File: src/rtl/rgb_to_yuv_encoder_if.sv
// Bus bundle between the RGB->YUV encoder and the shared SRAM / top FSM.
// The master side is the encoder: it drives the SRAM address, write data,
// write strobe and the completion flag, and receives the enable request and
// the SRAM read data.
interface rgb_to_yuv_encoder_if;
  logic        enable;
  logic        stop;
  logic [15:0] SRAM_read;
  logic [17:0] SRAM_address;
  logic [15:0] SRAM_write_data;
  logic        SRAM_write_en;

  modport master (
    input  enable,
    input  SRAM_read,
    output stop,
    output SRAM_address,
    output SRAM_write_data,
    output SRAM_write_en
  );

  modport slave (
    output enable,
    output SRAM_read,
    input  stop,
    input  SRAM_address,
    input  SRAM_write_data,
    input  SRAM_write_en
  );
endinterface

File: src/rtl/rgb_to_yuv_encoder.sv
// RGB -> YUV 4:2:2 encoder. Reads interleaved RGB pixel pairs from SRAM,
// computes Y per pixel and U/V per pair (horizontal pair sum), and writes the
// planar Y/U/V layout back into SRAM. One pixel pair takes a fixed 11-cycle
// loop; U/V bytes of an even pair are held until the odd pair completes the
// shared chroma word.
module rgb_to_yuv_encoder #(
  parameter logic [17:0] RGB_START_ADDRESS = 18'd146944,
  parameter logic [17:0] Y_START_ADDRESS   = 18'd0,
  parameter logic [17:0] U_START_ADDRESS   = 18'd38400,
  parameter logic [17:0] V_START_ADDRESS   = 18'd57600,
  parameter int          NUM_PAIRS         = 38400
) (
  input logic                    clock,
  input logic                    reset,
  rgb_to_yuv_encoder_if.master   bus
);

  typedef enum logic [3:0] {
    IDLE, S0, S1, S2, S3, S4, S5, S6, S7, S8, S9, S10, DONE
  } state_t;

  localparam logic [17:0] LAST_PAIR = 18'(NUM_PAIRS - 1);

  // Conversion coefficients (fixed point, Y scaled by 2^16, U/V by 2^17
  // because they operate on two-pixel sums).
  localparam logic signed [31:0] C_YR     = 32'sd16843;
  localparam logic signed [31:0] C_YG     = 32'sd33030;
  localparam logic signed [31:0] C_YB     = 32'sd6423;
  localparam logic signed [31:0] C_UR     = -32'sd9699;
  localparam logic signed [31:0] C_UG     = -32'sd19071;
  localparam logic signed [31:0] C_UB     = 32'sd28770;
  localparam logic signed [31:0] C_VR     = 32'sd28770;
  localparam logic signed [31:0] C_VG     = -32'sd24117;
  localparam logic signed [31:0] C_VB     = -32'sd4653;
  localparam logic signed [31:0] Y_OFFSET = 32'sd1081344;
  localparam logic signed [31:0] C_OFFSET = 32'sd16842752;

  state_t             state_reg;
  logic [17:0]        pair_reg;
  logic [17:0]        rgb_addr_reg;
  logic [15:0]        word0_reg;
  logic [15:0]        word1_reg;
  logic [15:0]        word2_reg;
  logic [7:0]         y0_reg;
  logic [7:0]         u_reg;
  logic [7:0]         v_reg;
  logic [7:0]         u_hold_reg;
  logic [7:0]         v_hold_reg;
  logic signed [31:0] mult_a_reg [3];
  logic signed [31:0] mult_b_reg [3];
  logic [17:0]        address_reg;
  logic [15:0]        write_data_reg;
  logic               write_en_reg;
  logic               stop_reg;

  logic signed [31:0] prod [3];
  logic signed [31:0] mult_sum;
  logic [7:0]         luma;
  logic [7:0]         chroma;
  logic [7:0]         r0, g0, b0, r1, g1, b1;
  logic [8:0]         r_sum, g_sum, b_sum;

  function automatic logic [7:0] clip8(input logic signed [31:0] x);
    if (x < 0)
      return 8'd0;
    else if (x > 255)
      return 8'd255;
    else
      return x[7:0];
  endfunction

  function automatic logic signed [31:0] zext8(input logic [7:0] x);
    return {24'd0, x};
  endfunction

  function automatic logic signed [31:0] zext9(input logic [8:0] x);
    return {23'd0, x};
  endfunction

  // Unpack the three RGB words of the current pair.
  assign r0 = word0_reg[15:8];
  assign g0 = word0_reg[7:0];
  assign b0 = word1_reg[15:8];
  assign r1 = word1_reg[7:0];
  assign g1 = word2_reg[15:8];
  assign b1 = word2_reg[7:0];

  assign r_sum = {1'b0, r0} + {1'b0, r1};
  assign g_sum = {1'b0, g0} + {1'b0, g1};
  assign b_sum = {1'b0, b0} + {1'b0, b1};

  // Three signed multipliers on registered operands, truncated to 32 bits.
  for (genvar gi = 0; gi < 3; gi++) begin : g_mult
    assign prod[gi] = mult_a_reg[gi] * mult_b_reg[gi];
  end

  assign mult_sum = prod[0] + prod[1] + prod[2];
  assign luma     = clip8((mult_sum + Y_OFFSET) >>> 16);
  assign chroma   = clip8((mult_sum + C_OFFSET) >>> 17);

  assign bus.SRAM_address    = address_reg;
  assign bus.SRAM_write_data = write_data_reg;
  assign bus.SRAM_write_en   = write_en_reg;
  assign bus.stop            = stop_reg;

  // Pair-loop FSM with registered SRAM outputs, operand loading and result latching.
  always_ff @(posedge clock) begin
    if (!reset) begin
      state_reg      <= IDLE;
      pair_reg       <= '0;
      rgb_addr_reg   <= '0;
      word0_reg      <= '0;
      word1_reg      <= '0;
      word2_reg      <= '0;
      y0_reg         <= '0;
      u_reg          <= '0;
      v_reg          <= '0;
      u_hold_reg     <= '0;
      v_hold_reg     <= '0;
      for (int i = 0; i < 3; i++) begin
        mult_a_reg[i] <= '0;
        mult_b_reg[i] <= '0;
      end
      address_reg    <= '0;
      write_data_reg <= '0;
      write_en_reg   <= 1'b1;
      stop_reg       <= 1'b0;
    end else begin
      // The strobe is a one-cycle pulse following each write-issuing state.
      write_en_reg <= 1'b1;
      unique case (state_reg)
        IDLE: begin
          if (bus.enable) begin
            pair_reg     <= '0;
            rgb_addr_reg <= RGB_START_ADDRESS;
            state_reg    <= S0;
          end
        end
        S0: begin
          address_reg <= rgb_addr_reg;
          state_reg   <= S1;
        end
        S1: begin
          address_reg <= rgb_addr_reg + 18'd1;
          state_reg   <= S2;
        end
        S2: begin
          address_reg <= rgb_addr_reg + 18'd2;
          state_reg   <= S3;
        end
        S3: begin
          word0_reg <= bus.SRAM_read;
          state_reg <= S4;
        end
        S4: begin
          word1_reg <= bus.SRAM_read;
          state_reg <= S5;
        end
        S5: begin
          word2_reg     <= bus.SRAM_read;
          mult_a_reg[0] <= C_YR;
          mult_a_reg[1] <= C_YG;
          mult_a_reg[2] <= C_YB;
          mult_b_reg[0] <= zext8(r0);
          mult_b_reg[1] <= zext8(g0);
          mult_b_reg[2] <= zext8(b0);
          state_reg     <= S6;
        end
        S6: begin
          y0_reg        <= luma;
          mult_b_reg[0] <= zext8(r1);
          mult_b_reg[1] <= zext8(g1);
          mult_b_reg[2] <= zext8(b1);
          state_reg     <= S7;
        end
        S7: begin
          address_reg    <= Y_START_ADDRESS + pair_reg;
          write_data_reg <= {y0_reg, luma};
          write_en_reg   <= 1'b0;
          mult_a_reg[0]  <= C_UR;
          mult_a_reg[1]  <= C_UG;
          mult_a_reg[2]  <= C_UB;
          mult_b_reg[0]  <= zext9(r_sum);
          mult_b_reg[1]  <= zext9(g_sum);
          mult_b_reg[2]  <= zext9(b_sum);
          state_reg      <= S8;
        end
        S8: begin
          u_reg         <= chroma;
          mult_a_reg[0] <= C_VR;
          mult_a_reg[1] <= C_VG;
          mult_a_reg[2] <= C_VB;
          state_reg     <= S9;
        end
        S9: begin
          v_reg <= chroma;
          if (pair_reg[0]) begin
            address_reg    <= U_START_ADDRESS + (pair_reg >> 1);
            write_data_reg <= {u_hold_reg, u_reg};
            write_en_reg   <= 1'b0;
          end else begin
            u_hold_reg <= u_reg;
            v_hold_reg <= chroma;
          end
          state_reg <= S10;
        end
        S10: begin
          if (pair_reg[0]) begin
            address_reg    <= V_START_ADDRESS + (pair_reg >> 1);
            write_data_reg <= {v_hold_reg, v_reg};
            write_en_reg   <= 1'b0;
          end
          if (pair_reg == LAST_PAIR) begin
            state_reg <= DONE;
          end else begin
            pair_reg     <= pair_reg + 18'd1;
            rgb_addr_reg <= rgb_addr_reg + 18'd3;
            state_reg    <= S0;
          end
        end
        DONE: begin
          // stop is shown for at least one cycle before a release is honoured.
          stop_reg <= 1'b1;
          if (!bus.enable && stop_reg) begin
            stop_reg  <= 1'b0;
            state_reg <= IDLE;
          end
        end
        default: state_reg <= IDLE;
      endcase
    end
  end

endmodule
File: src/flat_wrapper.sv
// flat-port wrapper written by rule: the top's interface ports become plain ports
module rgb_to_yuv_encoder_flat 
#(
  parameter logic [17:0] RGB_START_ADDRESS = 18'd146944,
  parameter logic [17:0] Y_START_ADDRESS   = 18'd0,
  parameter logic [17:0] U_START_ADDRESS   = 18'd38400,
  parameter logic [17:0] V_START_ADDRESS   = 18'd57600,
  parameter int          NUM_PAIRS         = 38400
)
  (clock, reset, bus_enable, bus_SRAM_read, bus_stop, bus_SRAM_address, bus_SRAM_write_data, bus_SRAM_write_en);
  rgb_to_yuv_encoder_if bus_i ();
  input logic clock;
  input logic reset;
  input wire logic [$bits(bus_i.enable)-1:0] bus_enable;
  input wire logic [$bits(bus_i.SRAM_read)-1:0] bus_SRAM_read;
  output wire logic [$bits(bus_i.stop)-1:0] bus_stop;
  output wire logic [$bits(bus_i.SRAM_address)-1:0] bus_SRAM_address;
  output wire logic [$bits(bus_i.SRAM_write_data)-1:0] bus_SRAM_write_data;
  output wire logic [$bits(bus_i.SRAM_write_en)-1:0] bus_SRAM_write_en;
  assign bus_i.enable = bus_enable;
  assign bus_i.SRAM_read = bus_SRAM_read;
  assign bus_stop = bus_i.stop;
  assign bus_SRAM_address = bus_i.SRAM_address;
  assign bus_SRAM_write_data = bus_i.SRAM_write_data;
  assign bus_SRAM_write_en = bus_i.SRAM_write_en;
  rgb_to_yuv_encoder #(.RGB_START_ADDRESS(RGB_START_ADDRESS), .Y_START_ADDRESS(Y_START_ADDRESS), .U_START_ADDRESS(U_START_ADDRESS), .V_START_ADDRESS(V_START_ADDRESS), .NUM_PAIRS(NUM_PAIRS)) u_core (.clock(clock), .reset(reset), .bus(bus_i));
endmodule
File: config.mk
export PLATFORM = sky130hd
export DESIGN_NAME = rgb_to_yuv_encoder_flat
export DESIGN_NICKNAME = d
export VERILOG_FILES = /design/src/rtl/rgb_to_yuv_encoder_if.sv /design/src/rtl/rgb_to_yuv_encoder.sv /design/src/flat_wrapper.sv
export SDC_FILE = /design/constraint.sdc
export NUM_CORES = 2
export LEC_CHECK = 0
export CORE_MARGIN = 4
export CORE_UTILIZATION = 40
export DETAILED_ROUTE_END_ITERATION = 16
export PLACE_DENSITY_LB_ADDON = 0.2
export RECOVER_POWER = 50
export SYNTH_ARGS = -nofsm -noshare
export SYNTH_HDL_FRONTEND = slang
export SYNTH_SLANG_ARGS = --single-unit
File: constraint.sdc
create_clock -name clock -period 13 [get_ports clock]
set_clock_uncertainty 0.05 [all_clocks]
set_input_delay 2.6 -clock clock [delete_from_list [all_inputs] [get_ports clock]]
set_output_delay 2.6 -clock clock [all_outputs]
set_load 0.01 [all_outputs]
==> impl_metrics.json <==
{
  "worst-setup-path-type": "reg -> reg",
  "grt_pass1_wl_mm": 127.5,
  "rows": 99,
  "clock_latency_ps": 460,
  "multiInputGateArea_um2": 22420,
  "min-delay-start": "u_core.v_hold_reg[7]",
  "nets": 4140,
  "synth_edf_count": 34,
  "min_period_over_period": 0.8495,
  "yosysSeqAreaShare": 0.1446,
  "slew_violations": 148,
  "worstMarginPinSlew_ps": 2890,
  "clk_pin_slew_ps": 80,
  "max-slew-margin-rel": -0.9265,
  "coreArea_um2": 73330,
  "ios": 55,
  "synth_cell_types": 90,
  "antenna_found_initial": 2,
  "dieArea_um2": 78870,
  "final_cell_mix": "inv_1, ha_1, fa_1, nand2_1, dfxtp_1",
  "vias": 21850,
  "arrival_ps": 11310,
  "postSynthCellCount": 3254,
  "ys.flop_type": "dfxtp_1",
  "crit_path_start": "u_core.mult_a_reg[0][69]",
  "area_growth_pct": 6.867,
  "final_hold_viol_count": 0,
  "setup_tns_ps": 0,
  "firstDrtPassIters": 5,
  "synth_fp_nets": 4157,
  "clockRootBuffer": "clkbuf_16",
  "setup_violations": 0,
  "critical_path.startpoint_type": "flip-flop",
  "start_util": 0.4060,
  "crit_path_end_kind": "flip-flop",
  "htreeDepth": 4,
  "fp.dieW_um": 280.8,
  "drt-total-wl_mm": 80.51,
  "wl_per_cell_um": 19.12,
  "outcome": "finished with violations",
  "avgSynthCellArea_um2": 9.150,
  "cpPeakStageDelay_ps": 880,
  "hold_class": "reg -> reg",
  "final_common_cell": "inv_1",
  "layout-drive-gt1-share": 0.02769,
  "cts.sinks": 198,
  "ys_warn_count": 0,
  "grt_use_total": 0.2075,
  "cts_buffer_depth": 2,
  "globalplace.congestion": 0.8869,
  "via_per_inst": 5.190,
  "fmax_mhz": 90.55,
  "grt_start_max_net_pins": 75,
  "port_buffers": 54,
  "cp_max_fo": 27,
  "cts_buffers": 17,
  "crit_family": "adder cells",
  "ys_seq_elements": 198,
  "placement.cell_area_um2": 31250,
  "cp_common_cell": "fa_1",
  "critical-path-slowest-cell": "a21oi_1",
  "postCtsHoldBufs": 0,
  "max_cap_violations": 3,
  "postCtsSetupRepairBufs": 0,
  "async_reset_ff_frac": 0,
  "dr.first_iter.drc_count": 1507,
  "period_needed_ps": 11040,
  "final_util": 0.4339,
  "antenna_left": 0,
  "synth_area_um2": 29770,
  "cts_tree": "done",
  "worst_ep_required_time_ps": 13270,
  "largest_register_ffs": 27,
  "cts.repair.resized": 0,
  "fill_cells": 7376,
  "violations": "max-capacitance violations, max-slew violations",
  "seq_area_um2": 4304,
  "grt_pass1_vias": 22340,
  "final_area_um2": 31820,
  "r2r-start": "u_core.mult_a_reg[0][69]",
  "rsz0062_at_grt": "false",
  "grt_overflow": 0,
  "die_h_um": 280.8,
  "post-dp-hpwl_mm": 67.82,
  "drc": 0,
  "crit_buf_inv": 4
}
==> worst reg2reg max path, cell delays in order (launching register included) <==
cell	delay, ps
edfxtp_1	330
buf_4	350
nand2_1	300
fa_1	740
inv_1	130
fa_1	770
fa_1	490
ha_1	290
ha_1	320
fa_1	500
inv_1	50
fa_1	530
inv_1	50
fa_1	510
fa_1	440
fa_1	520
fa_1	480
ha_1	440
a21oi_1	390
o21ai_0	220
or2_1	290
o311ai_1	730
nor3_1	240
a21oi_1	880
nor4_1	160
a21oi_1	550
o21ai_1	150
==> path summary, 6_finish.rpt <==
path	end	slack, ps	depth (start not counted)
worst min-delay path	u_core.v_hold_reg[7]	410	2
worst max register to register	u_core.v_hold_reg[3]	1960	26
worst max-delay path	u_core.v_hold_reg[3]	1960	26
worst min register to register	u_core.v_hold_reg[7]	410	2
==> through the flow <==
stage          std cells  hold slack (ps)  setup slack [ps]
2_1_floorplan       3254            375.6              3186
3_3_place_gp        4177            394.5              2108
3_5_place_dp        4177            396.6              2033
4_1_cts             4209            407.6              1998
5_1_grt             4209            438.4              1355
6_report            4210            406.4              1957
==> layer usage <==
layer / share of wire / global-route usage / vias to the layer above
li1: - / - / 10510
met1: 0.46 / 0.2919 / 10740
met2: 0.47 / 0.3437 / 523
met3: 0.048 / 0.02775 / 80
met4: 0.021 / 0.04353 / 0
met5: 0 / 0 / -
==> cells by family after synthesis <==
logic type | share of synthesized area
compound gates | 0.1218
xor+xnor | 0.02631
flops | 0.1446
mux | 0.003782
fa+ha+maj | 0.4791
buf+inv | 0.1025
simple gates | 0.1219
==> cell type report <==
type | count | area share
Timing Repair Buffer | 78 | 0.02210
Clock buffer | 18 | 0.01349
Clock inverter | 14 | 0.004876
Antenna cell | 1 | 0.00007864
Sequential cell | 198 | 0.1353
Tap cell | 959 | 0.03771
Multi-Input combinational cell | 2249 | 0.7047
Inverter | 693 | 0.08175
==> Yosys cell counts (20+ instances only) <==
master / count / area [um^2]
o21ai_0: 72 / 360.4
a21o_1: 23 / 172.7
dfxtp_1: 164 / 3283
a22oi_1: 20 / 150.1
and2_1: 135 / 844.6
fa_1: 427 / 8548
nand2_1: 323 / 1212
nor2_1: 118 / 442.9
a21oi_1: 86 / 430.4
o211ai_1: 33 / 247.7
a21boi_0: 76 / 570.6
ha_1: 457 / 5718
o21ai_1: 28 / 140.1
xnor2_1: 43 / 376.6
xor2_1: 37 / 324.1
clkbuf_1: 91 / 341.6
edfxtp_1: 34 / 1021
nand3_1: 39 / 195.2
nand4_1: 29 / 181.4
nor3_1: 28 / 140.1
a31oi_1: 20 / 125.1
inv_1: 692 / 2597
Power is not shown: default switching activity piles up to over one toggle a cycle in this logic, so the estimate is an artifact.
